--- config.mk ---
export PLATFORM = sky130hd
export DESIGN_NAME = i2s_tdm_tx
export DESIGN_NICKNAME = d
export VERILOG_FILES = /design/src/rtl/i2s_pkg.sv /design/src/rtl/i2s_frame_fifo.sv /design/src/rtl/i2s_tdm_tx.sv
export SDC_FILE = /design/constraint.sdc
export NUM_CORES = 1
export LEC_CHECK = 0
export BUFFER_PORTS_ARGS = -buffer_cell sky130_fd_sc_hd__buf_2
export CAP_MARGIN = 0
export CORE_ASPECT_RATIO = 1.4
export CORE_MARGIN = 4
export CORE_UTILIZATION = 30
export CTS_CLUSTER_SIZE = 16
export DETAILED_ROUTE_END_ITERATION = 10
export PLACE_DENSITY = 0.42
export SLEW_MARGIN = 20
export SYNTH_ARGS = -nofsm -noshare
export SYNTH_HDL_FRONTEND = slang
export SYNTH_SLANG_ARGS = --single-unit
--- constraint.sdc ---
create_clock -name i_Clk -period 5.4 [get_ports i_Clk]
set_input_delay 0.54 -clock i_Clk [delete_from_list [all_inputs] [get_ports i_Clk]]
set_output_delay 0.54 -clock i_Clk [all_outputs]
set_load 0.005 [all_outputs]
--- src/rtl/i2s_pkg.sv ---
// Shared definitions for the I2S/TDM transmitter.
// Contents:
//   mode_e  - serial framing mode (I2S one-bit delay or left-justified)
//   cnt_w   - width of a counter that must hold 0..n-1 (never below 1 bit)
//   lvl_w   - width of an occupancy count that must hold 0..depth
package i2s_pkg;

  typedef enum logic {
    MODE_I2S = 1'b0,
    MODE_LJ  = 1'b1
  } mode_e;

  function automatic int cnt_w(input int n);
    return (n < 2) ? 1 : $clog2(n);
  endfunction

  function automatic int lvl_w(input int depth);
    return $clog2(depth) + 1;
  endfunction

endpackage

--- src/rtl/i2s_frame_fifo.sv ---
// Synchronous frame FIFO with a registered read port. The head entry is
// not visible until it is popped; rd_data holds the popped word from the
// cycle after rd_en until the next successful pop.
// Ports:
//   clk, rst        - clock, asynchronous active-high reset
//   wr_en, wr_data  - write request and data (ignored while full)
//   rd_en           - pop request (ignored while empty)
//   rd_data         - last popped word
//   full, empty     - occupancy flags
//   level           - number of occupied entries
module i2s_frame_fifo
  import i2s_pkg::*;
#(
  parameter int WIDTH = 32,
  parameter int DEPTH = 4
) (
  input  logic                     clk,
  input  logic                     rst,
  input  logic                     wr_en,
  input  logic [WIDTH-1:0]         wr_data,
  input  logic                     rd_en,
  output logic [WIDTH-1:0]         rd_data,
  output logic                     full,
  output logic                     empty,
  output logic [$clog2(DEPTH):0]   level
);

  localparam int AW = $clog2(DEPTH);
  localparam int LW = lvl_w(DEPTH);
  localparam logic [LW-1:0] DEPTH_L = LW'(DEPTH);

  logic [WIDTH-1:0] mem [DEPTH];
  logic [AW-1:0]    wr_ptr_r;
  logic [AW-1:0]    rd_ptr_r;
  logic             wr_ok_s;
  logic             rd_ok_s;
  logic [LW-1:0]    level_next_s;

  // Qualify requests against the current flags and compute the next level;
  // a simultaneous write and pop leaves the level unchanged.
  always_comb begin
    wr_ok_s      = wr_en && !full;
    rd_ok_s      = rd_en && !empty;
    level_next_s = level;
    if (wr_ok_s && !rd_ok_s) begin
      level_next_s = level + LW'(1);
    end else if (rd_ok_s && !wr_ok_s) begin
      level_next_s = level - LW'(1);
    end else begin
      level_next_s = level;
    end
  end

  // Storage array; contents are don't-care until written.
  always_ff @(posedge clk) begin
    if (wr_ok_s) begin
      mem[wr_ptr_r] <= wr_data;
    end
  end

  // Pointers, registered flags and the registered read port.
  always_ff @(posedge clk or posedge rst) begin
    if (rst) begin
      wr_ptr_r <= '0;
      rd_ptr_r <= '0;
      rd_data  <= '0;
      level    <= '0;
      full     <= 1'b0;
      empty    <= 1'b1;
    end else begin
      if (wr_ok_s) begin
        wr_ptr_r <= wr_ptr_r + AW'(1);
      end
      if (rd_ok_s) begin
        rd_ptr_r <= rd_ptr_r + AW'(1);
        rd_data  <= mem[rd_ptr_r];
      end
      level <= level_next_s;
      full  <= (level_next_s == DEPTH_L);
      empty <= (level_next_s == LW'(0));
    end
  end

endmodule

--- src/rtl/i2s_tdm_tx.sv ---
// I2S / TDM serial transmitter with a frame FIFO.
// Frames (all channels of one sample period) are queued through
// i_Frame_Data/i_Frame_Valid and serialised MSB first on o_SDIN, one slot
// per channel, with o_LRCLK low for the first half of the slots.
// Ports:
//   i_Clk, i_Rst          - system clock, asynchronous active-high reset
//   i_Mode                - 0 = I2S (one-bit delay), 1 = left-justified
//   i_Frame_Data          - one frame, channel 0 in the LSB-side slice
//   i_Frame_Valid         - frame write request
//   o_Frame_Ready         - FIFO can accept a frame
//   o_Fifo_Level          - occupied FIFO entries
//   o_Underflow           - one-cycle pulse when a frame starts with no data
//   o_MCLK, o_SCLK,
//   o_LRCLK, o_SDIN       - serial bus, all generated from i_Clk strobes
//
// Timing: a falling SCLK strobe pops the FIFO, whose data is only available
// one cycle later. The whole bus (SCLK, LRCLK, SDIN) is therefore produced
// one i_Clk cycle after the strobe, which keeps SDIN/LRCLK changing exactly
// on the SCLK falling edge seen on the pins.
module i2s_tdm_tx
  import i2s_pkg::*;
#(
  parameter int SAMPLE_BITS  = 16,
  parameter int SLOT_BITS    = 16,
  parameter int NUM_CHANNELS = 2,
  parameter int SCLK_HALF    = 8,
  parameter int MCLK_HALF    = 2,
  parameter int FIFO_DEPTH   = 4
) (
  input  logic                                i_Clk,
  input  logic                                i_Rst,
  input  logic                                i_Mode,
  input  logic [NUM_CHANNELS*SAMPLE_BITS-1:0] i_Frame_Data,
  input  logic                                i_Frame_Valid,
  output logic                                o_Frame_Ready,
  output logic [$clog2(FIFO_DEPTH):0]         o_Fifo_Level,
  output logic                                o_Underflow,
  output logic                                o_MCLK,
  output logic                                o_SCLK,
  output logic                                o_LRCLK,
  output logic                                o_SDIN
);

  localparam int FRAME_W    = NUM_CHANNELS * SAMPLE_BITS;
  localparam int FRAME_BITS = NUM_CHANNELS * SLOT_BITS;
  localparam int BW         = cnt_w(FRAME_BITS);
  localparam int SW         = cnt_w(SCLK_HALF);
  localparam int MW         = cnt_w(MCLK_HALF);

  localparam logic [BW-1:0] LAST_POS  = BW'(FRAME_BITS - 1);
  localparam logic [BW-1:0] RIGHT_POS = BW'((NUM_CHANNELS / 2) * SLOT_BITS);
  localparam logic [SW-1:0] SCLK_LAST = SW'(SCLK_HALF - 1);
  localparam logic [MW-1:0] MCLK_LAST = MW'(MCLK_HALF - 1);

  // Clock dividers
  logic [MW-1:0]         mclk_cnt_r;
  logic                  mclk_r;
  logic [SW-1:0]         sclk_cnt_r;
  logic                  sclk_ph_r;
  logic                  sclk_r;
  // Strobe stage
  logic [BW-1:0]         bit_cnt_r;
  logic                  fall_d_r;
  logic                  pop_d_r;
  logic                  pop_ok_d_r;
  logic [BW-1:0]         pos_d_r;
  mode_e                 mode_r;
  logic                  underflow_r;
  // Bus stage
  logic [FRAME_BITS-1:0] shreg_r;
  logic                  prev_bit_r;
  logic                  sdin_r;
  logic                  lrclk_r;
  // Combinational
  logic                  mclk_wrap_s;
  logic                  sclk_wrap_s;
  logic                  fall_stb_s;
  logic                  pop_stb_s;
  logic [FRAME_W-1:0]    fifo_data_s;
  logic                  fifo_full_s;
  logic                  fifo_empty_s;
  logic [FRAME_BITS-1:0] padded_s;
  logic [FRAME_BITS-1:0] frame_bits_s;
  logic                  lj_bit_s;
  logic                  tx_bit_s;

  i2s_frame_fifo #(
    .WIDTH (FRAME_W),
    .DEPTH (FIFO_DEPTH)
  ) u_fifo (
    .clk     (i_Clk),
    .rst     (i_Rst),
    .wr_en   (i_Frame_Valid),
    .wr_data (i_Frame_Data),
    .rd_en   (pop_stb_s),
    .rd_data (fifo_data_s),
    .full    (fifo_full_s),
    .empty   (fifo_empty_s),
    .level   (o_Fifo_Level)
  );

  assign o_Frame_Ready = !fifo_full_s;
  assign o_MCLK        = mclk_r;
  assign o_SCLK        = sclk_r;
  assign o_LRCLK       = lrclk_r;
  assign o_SDIN        = sdin_r;
  assign o_Underflow   = underflow_r;

  // Divider wrap points and the SCLK falling / frame-start strobes.
  always_comb begin
    mclk_wrap_s = (mclk_cnt_r == MCLK_LAST);
    sclk_wrap_s = (sclk_cnt_r == SCLK_LAST);
    fall_stb_s  = sclk_wrap_s && sclk_ph_r;
    pop_stb_s   = fall_stb_s && (bit_cnt_r == {BW{1'b0}});
  end

  // Free-running MCLK and SCLK dividers; SCLK leaves one cycle late to
  // line up with the data produced from the popped frame.
  always_ff @(posedge i_Clk or posedge i_Rst) begin
    if (i_Rst) begin
      mclk_cnt_r <= '0;
      mclk_r     <= 1'b0;
      sclk_cnt_r <= '0;
      sclk_ph_r  <= 1'b0;
      sclk_r     <= 1'b0;
    end else begin
      if (mclk_wrap_s) begin
        mclk_cnt_r <= '0;
        mclk_r     <= ~mclk_r;
      end else begin
        mclk_cnt_r <= mclk_cnt_r + MW'(1);
      end
      if (sclk_wrap_s) begin
        sclk_cnt_r <= '0;
        sclk_ph_r  <= ~sclk_ph_r;
      end else begin
        sclk_cnt_r <= sclk_cnt_r + SW'(1);
      end
      sclk_r <= sclk_ph_r;
    end
  end

  // Bit position, FIFO pop bookkeeping, mode latch and underflow pulse.
  always_ff @(posedge i_Clk or posedge i_Rst) begin
    if (i_Rst) begin
      bit_cnt_r   <= '0;
      fall_d_r    <= 1'b0;
      pop_d_r     <= 1'b0;
      pop_ok_d_r  <= 1'b0;
      pos_d_r     <= '0;
      mode_r      <= MODE_I2S;
      underflow_r <= 1'b0;
    end else begin
      if (fall_stb_s) begin
        bit_cnt_r <= (bit_cnt_r == LAST_POS) ? {BW{1'b0}} : bit_cnt_r + BW'(1);
      end
      if (pop_stb_s) begin
        mode_r <= mode_e'(i_Mode);
      end
      fall_d_r    <= fall_stb_s;
      pop_d_r     <= pop_stb_s;
      pop_ok_d_r  <= pop_stb_s && !fifo_empty_s;
      pos_d_r     <= bit_cnt_r;
      underflow_r <= pop_stb_s && fifo_empty_s;
    end
  end

  // Lay the popped frame out in transmit order: each slot holds its sample
  // MSB first followed by zero padding, slot 0 at the top.
  always_comb begin
    padded_s = '0;
    for (int c = 0; c < NUM_CHANNELS; c++) begin
      padded_s[FRAME_BITS-1-c*SLOT_BITS -: SAMPLE_BITS] =
        fifo_data_s[c*SAMPLE_BITS +: SAMPLE_BITS];
    end
    if (pop_d_r) begin
      frame_bits_s = pop_ok_d_r ? padded_s : '0;
    end else begin
      frame_bits_s = shreg_r;
    end
    // The left-justified stream is always tracked; I2S sends it one bit
    // late, so the last bit of a frame spills into bit 0 of the next.
    lj_bit_s = frame_bits_s[FRAME_BITS-1];
    if (mode_r == MODE_LJ) begin
      tx_bit_s = lj_bit_s;
    end else begin
      tx_bit_s = prev_bit_r;
    end
  end

  // Serial bus update, one cycle after each SCLK falling strobe.
  always_ff @(posedge i_Clk or posedge i_Rst) begin
    if (i_Rst) begin
      shreg_r    <= '0;
      prev_bit_r <= 1'b0;
      sdin_r     <= 1'b0;
      lrclk_r    <= 1'b0;
    end else if (fall_d_r) begin
      shreg_r    <= {frame_bits_s[FRAME_BITS-2:0], 1'b0};
      prev_bit_r <= lj_bit_s;
      sdin_r     <= tx_bit_s;
      lrclk_r    <= (pos_d_r >= RIGHT_POS);
    end
  end

endmodule
# Word level (Yosys, flattened, before mapping)
# Memory sizes are Yosys's and may differ from the RTL's. A register that Yosys moved wholly into a read port is not among the register bits.
# Cells that the tools add are included.
dict set report totals {
  reg_bits 65
  ramBits 128
  input_bits 36
  output_inout_bits 9
  elab_cells 58
  n_memories 1
}
# name depth word_bits read_ports rd_ports_with_merged_regs write_ports line_no
set memory_table {}
lappend memory_table {u_fifo.mem 4 32 1 1 1 i2s_frame_fifo.sv:32} ;# logic [WIDTH-1:0] mem [DEPTH];
dict set report op_classes {
  n_addsub 7
  n_lt_le_gt_ge 1
  eq_ne 3
  muxes 10
  bitwise_logic 2
  reduce_logical 13
}
# op n
set op_table {}
lappend op_table {{$mux W32} 2}
lappend op_table {{$mux W3} 3}
lappend op_table {{$logic_and A1 B1 Y1} 7}
lappend op_table {{$add A3 B1 Y3 const B} 2}
lappend op_table {{$eq A3 B3 Y1 const B} 2}
lappend op_table {{$add A5 B1 Y5 const B} 1}
lappend op_table {{$eq A5 B5 Y1 const B} 1}
lappend op_table {{$ge A5 B5 Y1 const B} 1}
lappend op_table {{$logic_not A5 Y1} 1}
lappend op_table {{$mux W5} 1}
lappend op_table {{$add A2 B1 Y2 const B} 2}
lappend op_table {{$logic_not A1 Y1} 4}
lappend op_table {{$mux W1} 4}
lappend op_table {{$logic_not A3 Y1} 1}
lappend op_table {{$sub A3 B1 Y3 const B} 1}
lappend op_table {{$not A1 Y1} 2}
lappend op_table {{$add A1 B1 Y1 const B} 1}

# Logic depth before layout (Yosys ltp)
dict set report depth {
  depth_word 8
  mapped_depth 9
  ltp_nobuf 7
}

# By module
# A second synthesis with hierarchy kept.
dict set report unflattened {
  cells_unflattened 566
  hier_area_um2 8650.8
}
# module instances cells_per_inst area_per_inst_um2 seq_area_each_um2
set by_module_without_submodules {}
lappend by_module_without_submodules {i2s_frame_fifo 1 360 6447.4 4870.9}
lappend by_module_without_submodules {i2s_tdm_tx 1 206 2203.4 1301.2}

# Least setup slack after synthesis
# Ideal clock, no wire load.
dict set report synth_path {
  path_type {input to register}
  startpoint {in i_Frame_Valid}
  endpoint {mem u_fifo.mem[0][0] (enable)}
  setup_ps 392
  t_arrival_ps 1867
  t_required_ps 5008
  setup_slack_ps 3141
  cell_stages 3
  path_buffers 1
  cell_sequence {nor2b_1 clkbuf_1 and2_1}
}
dict set report synth_between {
  elab_chain_len 3
}
# element line_no
set synth_rtl {}
lappend synth_rtl {{from (decl)} i2s_tdm_tx.sv:34} ;# input logic i_Frame_Valid,
lappend synth_rtl {{$logic_and A1 B1 Y1} i2s_frame_fifo.sv:42} ;# wr_ok_s = wr_en && !full;
lappend synth_rtl {{$mux W1} i2s_frame_fifo.sv:56} ;# if (wr_ok_s) begin
lappend synth_rtl {{$mux W1 (not written as such)} i2s_frame_fifo.sv:57} ;# mem[wr_ptr_r] <= wr_data;
lappend synth_rtl {{to (decl)} i2s_frame_fifo.sv:32}
# No other way between the ends.

# Worst setup path after layout
dict set report layout_path {
  startpoint {reg bit_cnt_r[0]}
  endpoint {reg u_fifo.rd_ptr_r[1]}
}
dict set report layout_between {
  elab_chain_len 3
}
# element line_no
set layout_rtl {}
lappend layout_rtl {{from (decl)} i2s_tdm_tx.sv:62} ;# logic [BW-1:0] bit_cnt_r;
lappend layout_rtl {{from (signal assigned)} i2s_tdm_tx.sv:155} ;# bit_cnt_r <= (bit_cnt_r == LAST_POS) ? {BW{1'b0}} : bit_cnt_r + BW'(1);
lappend layout_rtl {{$logic_not A5 Y1} i2s_tdm_tx.sv:114} ;# pop_stb_s = fall_stb_s && (bit_cnt_r == {BW{1'b0}});
lappend layout_rtl {{$logic_and A1 B1 Y1} i2s_tdm_tx.sv:114}
lappend layout_rtl {{$logic_and A1 B1 Y1} i2s_frame_fifo.sv:43} ;# rd_ok_s = rd_en && !empty;
lappend layout_rtl {{to (signal assigned)} i2s_frame_fifo.sv:75} ;# rd_ptr_r <= rd_ptr_r + AW'(1);
lappend layout_rtl {{to (decl)} i2s_frame_fifo.sv:34} ;# logic [AW-1:0] rd_ptr_r;
# No other way between the ends.
# A chain may end at the register's enable or synchronous reset.

==> results.toml <==
[status]
status = "finished clean"

[global_routing]
antenna_found_initial = 0
grt_use_total = 0.115
grt_first_pass_wirelength_um = 28500
grt_max_degree = 67
grt_overflow_total = 0
first_global_vias = 5155

[sta]
max_freq_ghz = 0.367
timing.slew.headroom = 0.369
maxSlewViolCount = 0
hold_violations = 0
rsz0062_at_grt = "no"
min_period_over_period = 0.505
finalSetupViolCount = 0
fin_setup_tns_ps = 0
clock_skew_ps = 9.51
finalCriticalPeriod_ps = 2730
tightest_slew_ps = 947
fin_ws_ps = 2670
whs_ps = 43.7

[clock_network]
h-tree-depth = 1
cts_made_buffers = 23
cts_tree = "done"
cts.repair.resized = 0
cts_hold_buf = 0
insertion_delay_ps = 500
cts_buffer_depth = 3
cts_root_buf = "clkbuf_16"
post-cts-setup-buffers = 0
clkTransAtPathRegs_ps = 60
cts.sinks = 221

[logic_synthesis]
synthArstFlopShare = 0.421
netlist_instances = 593
synth_area_um2 = 8670
ys_seq_elements = 221
synth_top_cell_area_share = 0.443
synth_flop_cell = "edfxtp_1"
synth_top_area_cell = "edfxtp_1"
synth-seq-area-share = 0.712
syn_avg_cell_area_um2 = 14.6
synth_area_leaders = "edfxtp_1 (44%), dfrtp_1 (27%), mux4_2 (8.3%), nand2_1 (4.5%), a21oi_1 (2.7%)"
synth_nets = 640
synthDistinctLibCells = 42
ys.warnings.count = 0
synth_edf_count = 128

[pwr]
p_leak_uw = 0.00394
power_density_nw_per_um2 = 463
max-vdd-ir-drop_uv = 196

[drt]
drt_iter0_drc = 178
postRouteAntennaNets = 0
firstDrtPassIters = 4
wl_met1_um = 7300
drt_wl_total_um = 17800
num_vias = 4750
met3WireLength_um = 551
wl_met2_um = 9440
post_drt_wl_per_cell_um = 17.2
drcViolationCount = 0
viasPerCell = 4.60
highest_layer = "met4"

[die]
coreArea_um2 = 28500
die_x_um = 152
die_h_um = 209
rows = 73
start_util = 0.304
pin_count = 45
die-area_um2 = 31700

[hold_path]
hold_path_class = "input pin to asynchronous set/reset pin"

[flow_run]
maxCapViolCount = 0

[worst_setup_path]
crit_path_start_kind = "flop"
path_delay_family = "simple AND/OR/NAND/NOR gates"
crit_chain = "inv_1, ha_1, nor4b_4, nand2_2, inv_2, nand2_1, xnor2_1"
crit_arrival_ps = 3100
crit_path_end_kind = "flop"
required_ps = 5780
crit_buf_inv = 2
slowest_stage = "inv_2"
cpPeakStageDelay_ps = 710
crit_path_max_fanout = 36
crit_type = "flop to flop"

[layout]
finalNonFillerCells = 1032
nets = 688
insertedDiodeCount = 0
stdcell_area_um2 = 10100
area_growth_pct = 15.9
num-fill-cells = 2786
drive_gt1_frac = 0.210

[place]
preCtsSetupSlack_ps = 2590
place_congestion = 0.713
place_inst = 991
placed_area_um2 = 9300
dp_hpwl_um = 10500
portBuffers = 44
cells in the mapped netlist (5+ instances only):
| master | number |
|---|---|
| edfxtp_1 | 128 |
| nand2_1 | 103 |
| dfrtp_1 | 92 |
| a21oi_1 | 46 |
| nor2_1 | 35 |
| mux4_2 | 32 |
| clkbuf_1 | 22 |
| nor2b_1 | 22 |
| inv_1 | 13 |
| nand3_1 | 13 |
| ha_1 | 11 |
| o21ai_0 | 10 |
| a31oi_1 | 9 |
| nand2b_1 | 9 |
| mux2_2 | 6 |
| and2_1 | 5 |
| xnor2_1 | 5 |
report_power, final:
part | switching [µW] | internal (µW) | leakage, µW
Combinational | 419 | 321 | 0.00126
Clock | 635 | 941 | 0.000368
Sequential | 149 | 2190 | 0.00232
cells in the final DEF (no fill, tap or decap), drive strengths merged, types with 11 or more instances in the layout:
master and n:
edfxtp 128, dfrtp 92, buf 53, inv 13, a21oi 46, clkbuf 29, nand2 104, nor2 35
nor2b 22, ha 11, mux4 32, nand3 13
through the flow:
step	total power, µW	util
after CTS	4750	0.353
after global placement	3120	0.326
after global routing	4920	0.353
after detailed placement	3150	0.326
after floorplan	2860	-
final	4650	0.353
routing by layer:
| layer | track usage | vias to the layer above |
|---|---|---|
| met3 | 0.0163 | 33 |
| met4 | 0.0363 | 0 |
| met1 | 0.138 | 2427 |
| li1 | - | 2222 |
| met2 | 0.208 | 68 |
| met5 | 0 | - |
cell type report:
class	instances	area [µm²]	share of cell area
tap	375	469	0.0467
timing repair buffer	53	288	0.0286
clock inverter	12	140	0.0139
multi-input combinational	328	2320	0.230
inverter	14	53.8	0.00535
sequential	221	6180	0.614
clock buffer	29	608	0.0605
final timing paths:
path	start	endpoint	slack, ps	cells after the start
setup reg to reg	bit_cnt_r[0]	u_fifo.rd_ptr_r[1]	2670	7
setup / recovery	bit_cnt_r[0]	u_fifo.rd_ptr_r[1]	2670	7
hold reg to reg	mclk_cnt_r	mclk_cnt_r	440	1
max in group asynchronous	i_Rst	u_fifo.rd_ptr_r[0]	4060	3
min in group i_Clk	i_Frame_Data[8]	u_fifo.mem[0][8]	260	1
hold / removal	i_Rst	o_MCLK	40	2
sequential cells by signal (all words and copies together) (netlist names):
signal	count
u_fifo.rd_data	32
pop_ok_d_r	1
o_MCLK	1
u_fifo.level	3
o_LRCLK	1
u_fifo.mem	128
u_fifo.full	1
pos_d_r	1
o_SCLK	1
mode_r	1
prev_bit_r	1
sclk_ph_r	1
fall_d_r	1
bit_cnt_r	5
u_fifo.empty	1
sclk_cnt_r	3
u_fifo.rd_ptr_r	2
shreg_r	31
u_fifo.wr_ptr_r	2
o_SDIN	1
pop_d_r	1
mclk_cnt_r	1
o_Underflow	1
cell families after synthesis:
kind of cell | Yosys count | synth area share
AOI/OAI and AO/OA | 72 | 0.0470
xor gates and xnor gates | 7 | 0.00707
adders and majority gates | 11 | 0.0159
buffers and inverters | 44 | 0.0209
DFF | 221 | 0.712
muxes | 38 | 0.0909
and+or+nand+nor | 200 | 0.106
worst register-to-register path, delay by kind of cell (launching register included):
kind	cells	cell delay (ps)
xor+xnor	1	160
fa+ha+maj	1	170
flops	1	400
buf+inv	2	830
simple gates	3	1050
Note: power is estimated with default switching activity, not from simulation.
